<file path="src/rtl/serial_adder_ctrl.sv">
// ============================================================================
// Module      : serial_adder_ctrl (with leaf cell full_adder)
// Description : Bit-serial adder controller. Accepts two WIDTH-bit operands
//               plus carry-in over a valid/ready handshake, sequences one
//               full_adder cell LSB first (one bit per clock), and returns
//               the WIDTH-bit sum and carry-out over a second handshake.
//               Optional build macro SERIAL_ADD_SUB_EN adds a 'sub' port
//               selecting a - b (two's complement) instead of a + b + cin.
// Revision    : 1.0 - initial release
// ============================================================================
`default_nettype none

// Single-bit full adder cell
module full_adder (
   input  logic a_i,
   input  logic b_i,
   input  logic ci_i,
   output logic s_o,
   output logic co_o
);
   assign s_o  = a_i ^ b_i ^ ci_i;
   assign co_o = (a_i & b_i) | (a_i & ci_i) | (b_i & ci_i);
endmodule

module serial_adder_ctrl #(
   parameter int WIDTH = 8
) (
   input  logic             clk,
   input  logic             rst_n,
   input  logic             in_valid,
   output logic             in_ready,
   input  logic [WIDTH-1:0] a,
   input  logic [WIDTH-1:0] b,
   input  logic             cin,
`ifdef SERIAL_ADD_SUB_EN
   input  logic             sub,
`endif
   output logic             out_valid,
   input  logic             out_ready,
   output logic [WIDTH-1:0] sum,
   output logic             cout,
   output logic             busy
);

   localparam int                CNT_W    = $clog2(WIDTH + 1);
   localparam logic [CNT_W-1:0]  CNT_LAST = CNT_W'(WIDTH - 1);

   localparam logic [1:0] S_IDLE = 2'd0;
   localparam logic [1:0] S_RUN  = 2'd1;
   localparam logic [1:0] S_DONE = 2'd2;

   logic [1:0]       state_q, state_d;
   logic [WIDTH-1:0] a_sh_q,  a_sh_d;
   logic [WIDTH-1:0] b_sh_q,  b_sh_d;
   logic             carry_q, carry_d;
   logic [CNT_W-1:0] cnt_q,   cnt_d;
   logic [WIDTH-1:0] sum_q,   sum_d;
   logic             cout_q,  cout_d;

   logic             w_fa_s;
   logic             w_fa_co;
   logic [WIDTH:0]   w_sum_ext;
   logic [WIDTH-1:0] w_b_load;
   logic             w_c_load;

   // Operand B and initial carry as loaded at acceptance; subtraction is
   // a + ~b + 1, so the carry-in port is ignored when sub is set.
`ifdef SERIAL_ADD_SUB_EN
   assign w_b_load = sub ? ~b : b;
   assign w_c_load = sub ? 1'b1 : cin;
`else
   assign w_b_load = b;
   assign w_c_load = cin;
`endif

   full_adder u_fa (
      .a_i  (a_sh_q[0]),
      .b_i  (b_sh_q[0]),
      .ci_i (carry_q),
      .s_o  (w_fa_s),
      .co_o (w_fa_co)
   );

   // New sum bit enters at the MSB; after WIDTH shifts bit 0 sits at the LSB.
   assign w_sum_ext = {w_fa_s, sum_q};

   // Next-state logic for the sequencer and datapath shift registers
   always_comb begin
      state_d = state_q;
      a_sh_d  = a_sh_q;
      b_sh_d  = b_sh_q;
      carry_d = carry_q;
      cnt_d   = cnt_q;
      sum_d   = sum_q;
      cout_d  = cout_q;
      case (state_q)
         S_IDLE: begin
            if (in_valid) begin
               a_sh_d  = a;
               b_sh_d  = w_b_load;
               carry_d = w_c_load;
               cnt_d   = '0;
               state_d = S_RUN;
            end
         end
         S_RUN: begin
            sum_d   = w_sum_ext[WIDTH:1];
            a_sh_d  = a_sh_q >> 1;
            b_sh_d  = b_sh_q >> 1;
            carry_d = w_fa_co;
            cnt_d   = cnt_q + CNT_W'(1);
            if (cnt_q == CNT_LAST) begin
               cout_d  = w_fa_co;
               state_d = S_DONE;
            end
         end
         S_DONE: begin
            // Result is held until the consumer takes it
            if (out_ready) begin
               state_d = S_IDLE;
            end
         end
         default: begin
            state_d = S_IDLE;
         end
      endcase
   end

   // State and datapath registers with asynchronous active-low reset
   always_ff @(posedge clk or negedge rst_n) begin
      if (!rst_n) begin
         state_q <= S_IDLE;
         a_sh_q  <= '0;
         b_sh_q  <= '0;
         carry_q <= 1'b0;
         cnt_q   <= '0;
         sum_q   <= '0;
         cout_q  <= 1'b0;
      end else begin
         state_q <= state_d;
         a_sh_q  <= a_sh_d;
         b_sh_q  <= b_sh_d;
         carry_q <= carry_d;
         cnt_q   <= cnt_d;
         sum_q   <= sum_d;
         cout_q  <= cout_d;
      end
   end

   assign in_ready  = (state_q == S_IDLE);
   assign out_valid = (state_q == S_DONE);
   assign busy      = (state_q != S_IDLE);
   assign sum       = sum_q;
   assign cout      = cout_q;

endmodule

`default_nettype wire

</file>
<file path="config.mk">
export PLATFORM = sky130hd
export DESIGN_NAME = serial_adder_ctrl
export DESIGN_NICKNAME = d
export VERILOG_FILES = /design/src/rtl/serial_adder_ctrl.sv
export SDC_FILE = /design/constraint.sdc
export NUM_CORES = 1
export LEC_CHECK = 0
export CORE_UTILIZATION = 33
export DETAILED_ROUTE_END_ITERATION = 8
export GPL_TIMING_DRIVEN = 0
export PLACE_DENSITY = 0.55
export SLEW_MARGIN = 25
export SYNTH_ARGS = -nofsm -noshare
export SYNTH_HDL_FRONTEND = slang
export SYNTH_SLANG_ARGS = --single-unit
</file>
<file path="constraint.sdc">
create_clock -name clk -period 1.72 [get_ports clk]
set_clock_uncertainty 0.2 [all_clocks]
set_input_delay 0.172 -clock clk [delete_from_list [all_inputs] [get_ports clk]]
set_output_delay 0.172 -clock clk [all_outputs]
set_load 0.05 [all_outputs]
</file>
# After elaboration in Yosys (flattened, before gate mapping)
# Cells that the tools add are included.
[op_classes]
n_addsub = 1
eq_ne = 6
mux = 12
bitwise = 7
n_reduce_logical = 6
[op_table]
columns = ["cell", "n"]
rows = [
  ["one-hot mux 8 bit (2 select lines)", 2],
  ["2-to-1 mux 8 bit", 2],
  ["one-hot mux 4 bit (2 select lines)", 1],
  ["2-to-1 mux 2 bit", 3],
  ["one-hot mux 2 bit (3 select lines)", 1],
  ["adder 4 x 1 -> 4 bit (second input constant)", 1],
  ["equality test 4 x 3 -> 1 bit (second input constant)", 1],
  ["2-to-1 mux 4 bit", 1],
  ["inequality test 2 bit (second input constant)", 2],
  ["AND reduction 2 bit", 2],
  ["nonzero test 2 bit", 2],
  ["bitwise AND 1 bit", 3],
  ["AND reduction 3 bit", 1],
  ["equality test 2 x 1 -> 1 bit (second input constant)", 1],
  ["equality test 2 bit (second input constant)", 1],
  ["logical NOT 2 bit", 1],
  ["inequality test 2 x 1 -> 1 bit (second input constant)", 1],
  ["bitwise OR 1 bit", 2],
  ["one-hot mux 1 bit (2 select lines)", 1],
  ["bitwise XOR 1 bit", 2],
  ["2-to-1 mux 1 bit", 1],
]
[totals]
register_bits = 32
inputBits = 21
output_inout_bits = 12

# Longest topological paths before layout
# Gate-level depths: netlist (run 1).
[depth]
word_depth = 4
ltp_mapped = 5
mapped_depth_nobuf = 4

# By module
# Synthesis (run 1) repeated with hierarchy kept, for this count alone.
[hier_totals]
hier_cells = 138
area_unflattened_um2 = 1380.1
[by_module_without_submodules]
columns = ["mod", "instances", "cells_per_inst", "area_each_um2"]
rows = [
  ["serial_adder_ctrl", 1, 137, 1360.1],
  ["full_adder", 1, 1, 20.0],
]

# Worst setup path before layout (run 1)
# Ideal clock, no wire load.
[synth_path]
path_kind = "register to register"
start = "reg state_q[0]"
end = "reg state_q[1]"
setup_ns = 0.068
arrival_ns = 1.355
t_required_ns = 1.452
setup_slack_ns = 0.097
path_stages_with_launch = 4
n_path_buf = 0
period_less_slack_ns = 1.623
cell_sequence = "dfrtp_1 nor2b_1 nand2b_1 nand2_1"
[synth_between]
elab_chain_len = 3
elab_cells_between_ends = 8
classes_between = "eq/ne: 5; mux: 1; reduce/logical: 2"
[synth_lines]
columns = ["item", "line_no", "text"]
rows = [
  ["from (decl)", "52", "logic [1:0] state_q, state_d;"],
  ["from (signal assigned)", "140", "state_q <= state_d;"],
  ["equality test 2 bit *", "--", ""],
  ["via out_valid", "38", "output logic out_valid,"],
  ["inequality test 2 x 1 -> 1 bit (no line)", "--", ""],
  ["AND reduction 3 bit (no line)", "--", ""],
]
# The timed path passes the listed nets; every way through them passes the cells marked *.
# A chain may end at the register's enable or synchronous reset.

# Worst setup path in the final report (run 1)
[layout_path]
start = "reg state_q[0]"
end = "out in_ready"
[layout_between]
elab_chain_len = 1
[layout_lines]
columns = ["item", "line_no", "text"]
rows = [
  ["logical NOT 2 bit", "150", "assign in_ready = (state_q == S_IDLE);"],
  ["to (decl)", "31", "output logic in_ready,"],
]
# No other way between the ends.

==> flow_summary.toml, run 1 <==
[die]
die_area_um2 = 4440
start_util = 0.345
coreArea_um2 = 4000
die_y_um = 66.6
rows = 23
fp.dieW_um = 66.6
pin_count = 33

[routing]
vias_per_cell = 4.75
ant_nets = 0
route.vias.total = 1103
drtPass1Iterations = 4
wirelength_mm = 2.81
drtIter0Drc = 29
wl_per_cell_um = 12.1
drc = 0

[clock_tree]
clkTransAtPathRegs_ps = 70
clock-sinks = 32
tritoncts = "yes"
htree_levels = 2
cts_root_buf = "clkbuf_8"
post-cts-setup-buffers = 0
cts_buffers = 5
insertion_delay_ps = 280
cts_buffer_depth = 2

[place]
pre_cts_ws_ps = -257
port_buffers = 32
globalplace.congestion = 0.678
dp.cells = 223
dp_hpwl_mm = 2.08

[synth]
synth_cells = 140
synth-seq-cells = 32
yosysWarnings = 0
ys_types = 23
syn_area_per_cell_um2 = 9.85
syn_area_um2 = 1380
synth_nets = 163
ys_seq_area_frac = 0.581

[grt]
grt_max_degree = 18
grt_usage = 0.152
grt_overflow = 0
first_global_vias = 1107
grt_pass1_wl_mm = 4.86
antenna_found_initial = 0

[power]
p_sw_uw = 1460
power.share.clock = 0.171
leakagePower_uw = 0.000962
p_seq_frac = 0.379
power_density_nw_per_um2 = 1810
swShare = 0.431
combPwrFrac = 0.450
peakVddDrop_uv = 656
p_int_uw = 1920

[timing]
worst_pin_slew_ps = 514
worst_slack_ps = 69.4
min_period_ps = 1650
slew_viol_final = 0
timing.final.crit_share = 0.960
fmax_ghz = 0.606
rsz0062_at_grt = "false"
hold_violations = 0
setup_viol = 0
final.setup.tns_ps = 0
slew_headroom = 0.656

[worst_setup_path]
crit_type = "reg -> out"
crit_start = "state_q[0]"
r2r_slack_ps = 130
end_kind = "output pin"
reg2reg_to = "b_sh_q[3]"
worstSetupStartpointType = "flip-flop"
cp.required_ps = 1350
r2r-start = "state_q[0]"
cp_max_fo = 7
arrival_ps = 1280
r2r_cells = 4

[finish]
drive_above_1_share = 0.154
fillers = 394
final_cells = 232
postLayoutCoreUtil = 0.466
area_growth_syn_to_layout_pct = 35.3
fin_nets = 204
diodes = 0

[worst_hold_path]
holdCritPathClass = "in -> async"

[status]
status = "complete, no violations"

[flow_run]
cap_violations = 0
-- worst max path at each step --
| stage | end | depth (start not counted) | slack (ps) |
|---|---|---|---|
| 2_1_floorplan | state_q[1] | 3 | 100 |
| 3_3_place_gp | b_sh_q[1] | 1 | -320 |
| 3_5_place_dp | in_ready | 3 | -260 |
| 4_1_cts | out_valid | 2 | 40 |
| 5_1_grt | b_sh_q[3] | 4 | 3 |
| 6_report | in_ready | 3 | 70 |
-- sequential cells by signal, indices dropped and copies added (netlist names) --
register	flops
a_sh_q	8
b_sh_q	8
sum	8
cnt_q	4
state_q	2
carry_q	1
cout	1
-- timing repair --
| action | CTS | global route |
|---|---|---|
| hold buffers | 1 | 0 |
| endpoints found under the setup margin | 12 | 7 |
| endpoints found under the hold margin | 32 | 0 |
| resized for setup | 23 | 4 |
-- area by class of cell --
class	instances	area, um2	share of cell area
sequential	32	803	0.431
multi-input combinational	101	537	0.288
timing repair buffer	34	329	0.176
clock buffer	6	82.6	0.0443
tap	50	62.6	0.0335
buffer	6	37.5	0.0201
clock inverter	2	10.0	0.00537
inverter	1	3.75	0.00201
-- cells in the final DEF (no fill, tap or decap), drive strengths merged, types with 3 or more instances in the layout --
| master | netlist | routed |
|---|---|---|
| dfrtp | 32 | 32 |
| o21ai | 3 | 3 |
| dlygate4sd2 | 0 | 9 |
| clkbuf | 0 | 6 |
| buf | 6 | 11 |
| nand3 | 3 | 3 |
| clkdlybuf4s50 | 0 | 19 |
| a22oi | 15 | 15 |
| nand2 | 64 | 64 |
-- synth_stat cells --
cell	instances	area share
nand2_1	63	0.17
nand2_2	1	0.0045
a21oi_1	1	0.0036
nand3_1	3	0.011
dfrtp_1	32	0.58
o21ba_2	1	0.0073
nand2b_1	2	0.0091
nand4_1	1	0.0045
ha_1	1	0.0091
or2_2	1	0.0045
inv_1	1	0.0027
buf_4	3	0.016
nor2b_1	2	0.0091
mux2_4	1	0.011
fa_1	1	0.015
a22oi_1	15	0.082
or3b_2	1	0.0064
and3b_1	1	0.0064
o21bai_2	1	0.0082
nor3b_2	1	0.0091
o21ai_0	3	0.011
buf_2	3	0.011
mux2i_1	1	0.0073
-- worst max-delay path, cell delays in order, from the launching register on --
cell and delay [ps]:
dfrtp_2 450, or2_2 290, inv_1 70, buf_4 190
-- power groups by stage --
| stage | Sequential (uW) | Clock [uW] | Combinational (uW) |
|---|---|---|---|
| floorplan | 1540 | 0 | 839 |
| global placement | 1280 | 0 | 1560 |
| detailed placement | 1290 | 0 | 1610 |
| CTS | 1280 | 606 | 1540 |
| global route | 1330 | 646 | 1690 |
| finish | 1280 | 579 | 1520 |
-- through the flow --
step | total power, uW | instance area (um2) | hold WS (ps)
3_3_place_gp | 2840 | 1760 | 256
5_1_grt | 3660 | 1870 | 182
4_1_cts | 3430 | 1870 | 172
6_report | 3380 | 1870 | 160
3_5_place_dp | 2910 | 1780 | -74.8
2_1_floorplan | 2380 | 1380 | -324
-- logic make-up after synthesis --
group / after synthesis / synth area share
muxes: 2 / 0.0181
AOI/OAI and AO/OA: 21 / 0.112
and+or+nand+nor: 76 / 0.236
adders and majority gates: 2 / 0.0236
DFF: 32 / 0.581
buffers and inverters: 7 / 0.0299
-- per-layer routing --
layer,wire length [um],part of all wire,global-route usage,vias up
met3,140,0.050,0.0514,6
met5,0,0,0,-
met1,1230,0.44,0.168,523
met2,1390,0.49,0.264,29
li1,-,-,-,545
met4,46,0.016,0.0638,0
Power figures use the tool's default switching activity.
==> inputs of run 2 (changes only) <==
Settings changed: CORE_MARGIN from default to 2.
==> run 2 against run 1 <==
Global-route usage down 1.0 points. Combinational power about the same. Design area up 1.1%. Largest cell class unchanged. Sequential power about the same. Largest power group unchanged. Register-to-register slack better by 40 ps. Critical path depth unchanged.
==> flow_summary.toml, run 2 (same netlist as run 1, synthesis figures left out) <==
[timing]
setup_viol = 0
fmax_ghz = 0.606
final.setup.tns_ps = 0
slew_viol_final = 0
worst_pin_slew_ps = 486
rsz0062_at_grt = "false"
worst_slack_ps = 69.9
hold_violations = 0
timing.final.crit_share = 0.959
min_period_ps = 1650
slew_headroom = 0.677

[routing]
ant_nets = 0
wl_met3_um = 133
highest_layer = "met4"
drc = 0
routed-wl-met2_mm = 1.38
route.vias.total = 1111
drtPass1Iterations = 4
wl_per_cell_um = 12.1
vias_per_cell = 4.79
wl_met1_mm = 1.25
wirelength_mm = 2.80
drtIter0Drc = 41

[finish]
fin_nets = 204
area_growth_syn_to_layout_pct = 36.8
postLayoutCoreUtil = 0.472
final_common_cell = "nand2_1"
diodes = 0
final_area_um2 = 1890
fillers = 393
layout_common_cells = "nand2_1 (63), dfrtp_1 (30), clkdlybuf4s50_1 (19), a22oi_1 (15), dlygate4sd2_1 (9)"
final_cells = 232
register_area_um2 = 803
drive_above_1_share = 0.148
multi_input_area_um2 = 543

[grt]
grt_max_degree = 18
grt_overflow = 0
antenna_found_initial = 0
first_global_vias = 1099
grt_pass1_wl_mm = 4.82
grt_usage = 0.142

[clock_tree]
cts_buffers = 5
htree_levels = 2
cts_root_buf = "clkbuf_8"
insertion_delay_ps = 270
tritoncts = "yes"
clkTransAtPathRegs_ps = 60
clock-sinks = 32
cts_buffer_depth = 2

[die]
fp.dieW_um = 68.6
pin_count = 33
die_y_um = 68.6
die_area_um2 = 4710
rows = 23
coreArea_um2 = 4000
start_util = 0.345

[place]
dp_hpwl_mm = 2.13
port_buffers = 32
placed_area_um2 = 1780
globalplace.congestion = 0.692
pre_cts_ws_ps = -242
dp.cells = 223

[power]
leakagePower_uw = 0.000966
swShare = 0.415
p_int_uw = 2040
p_sw_uw = 1440
peakVddDrop_uv = 705
combPwrFrac = 0.435
power_density_nw_per_um2 = 1850
power.share.clock = 0.196
p_seq_frac = 0.369

[worst_setup_path]
crit_type = "reg -> out"
crit_slowest_cell = "dfrtp_2"
cp_max_fo = 7
worstSetupStartpointType = "flip-flop"
end_kind = "output pin"
r2r_slack_ps = 170
max_stage_delay_ps = 450
r2r_cells = 4
cp.required_ps = 1350
arrival_ps = 1280
cp_cell_sequence = "or2_2, inv_1, buf_4"

[flow_run]
cap_violations = 0

[worst_hold_path]
holdCritPathClass = "in -> async"

[status]
status = "complete, no violations"
[run 2: worst max-delay path, delay by kind of cell (launching register included)]
| kind | cells | cell delay, ps |
|---|---|---|
| buffers and inverters | 2 | 240 |
| DFF | 1 | 450 |
| and+or+nand+nor | 1 | 310 |
[run 2: layout make-up]
class / instances / area share
Buffer: 6 / 0.0199
Clock buffer: 6 / 0.0385
Clock inverter: 2 / 0.0186
Inverter: 1 / 0.00199
Multi-Input combinational cell: 101 / 0.288
Sequential cell: 32 / 0.426
Tap cell: 50 / 0.0332
Timing Repair Buffer: 34 / 0.174
[run 2: final timing paths]
path | start | end
worst min register to register | a_sh_q[4] | a_sh_q[4]
worst min-delay path | rst_n | sum[1]
max in group asynchronous | rst_n | state_q[1]
worst max-delay path | state_q[1] | in_ready
worst max register to register | cnt_q[0] | cout
min in group clk | b[7] | b_sh_q[7]
[run 2: power by group through the flow]
stage	Clock [uW]	Sequential, uW	Combinational [uW]
floorplan	0	1540	839
global placement	0	1280	1560
detailed placement	0	1290	1610
CTS	711	1280	1540
global route	752	1340	1690
finish	683	1290	1510
[run 2: repair_timing]
action | in CTS | in global routing
hold buffers | 1 | 0
hold endpoints to repair | 32 | 0
endpoints found under the setup margin | 12 | 10
cloned | 0 | 0
buffers inserted | 0 | 0
resized for setup | 23 | 5
[run 2: metal layers]
| layer | vias to the layer above | GRT usage |
|---|---|---|
| met2 | 26 | 0.249 |
| met3 | 4 | 0.0487 |
| met1 | 536 | 0.161 |
| li1 | 545 | - |
| met4 | 0 | 0.0450 |
| met5 | - | 0 |
[run 2: metrics by stage]
step | hold WS, ps | power [uW]
6_report | 158 | 3480
5_1_grt | 209 | 3780
4_1_cts | 163 | 3530
3_5_place_dp | -72.1 | 2910
3_3_place_gp | 256 | 2840
2_1_floorplan | -324 | 2380
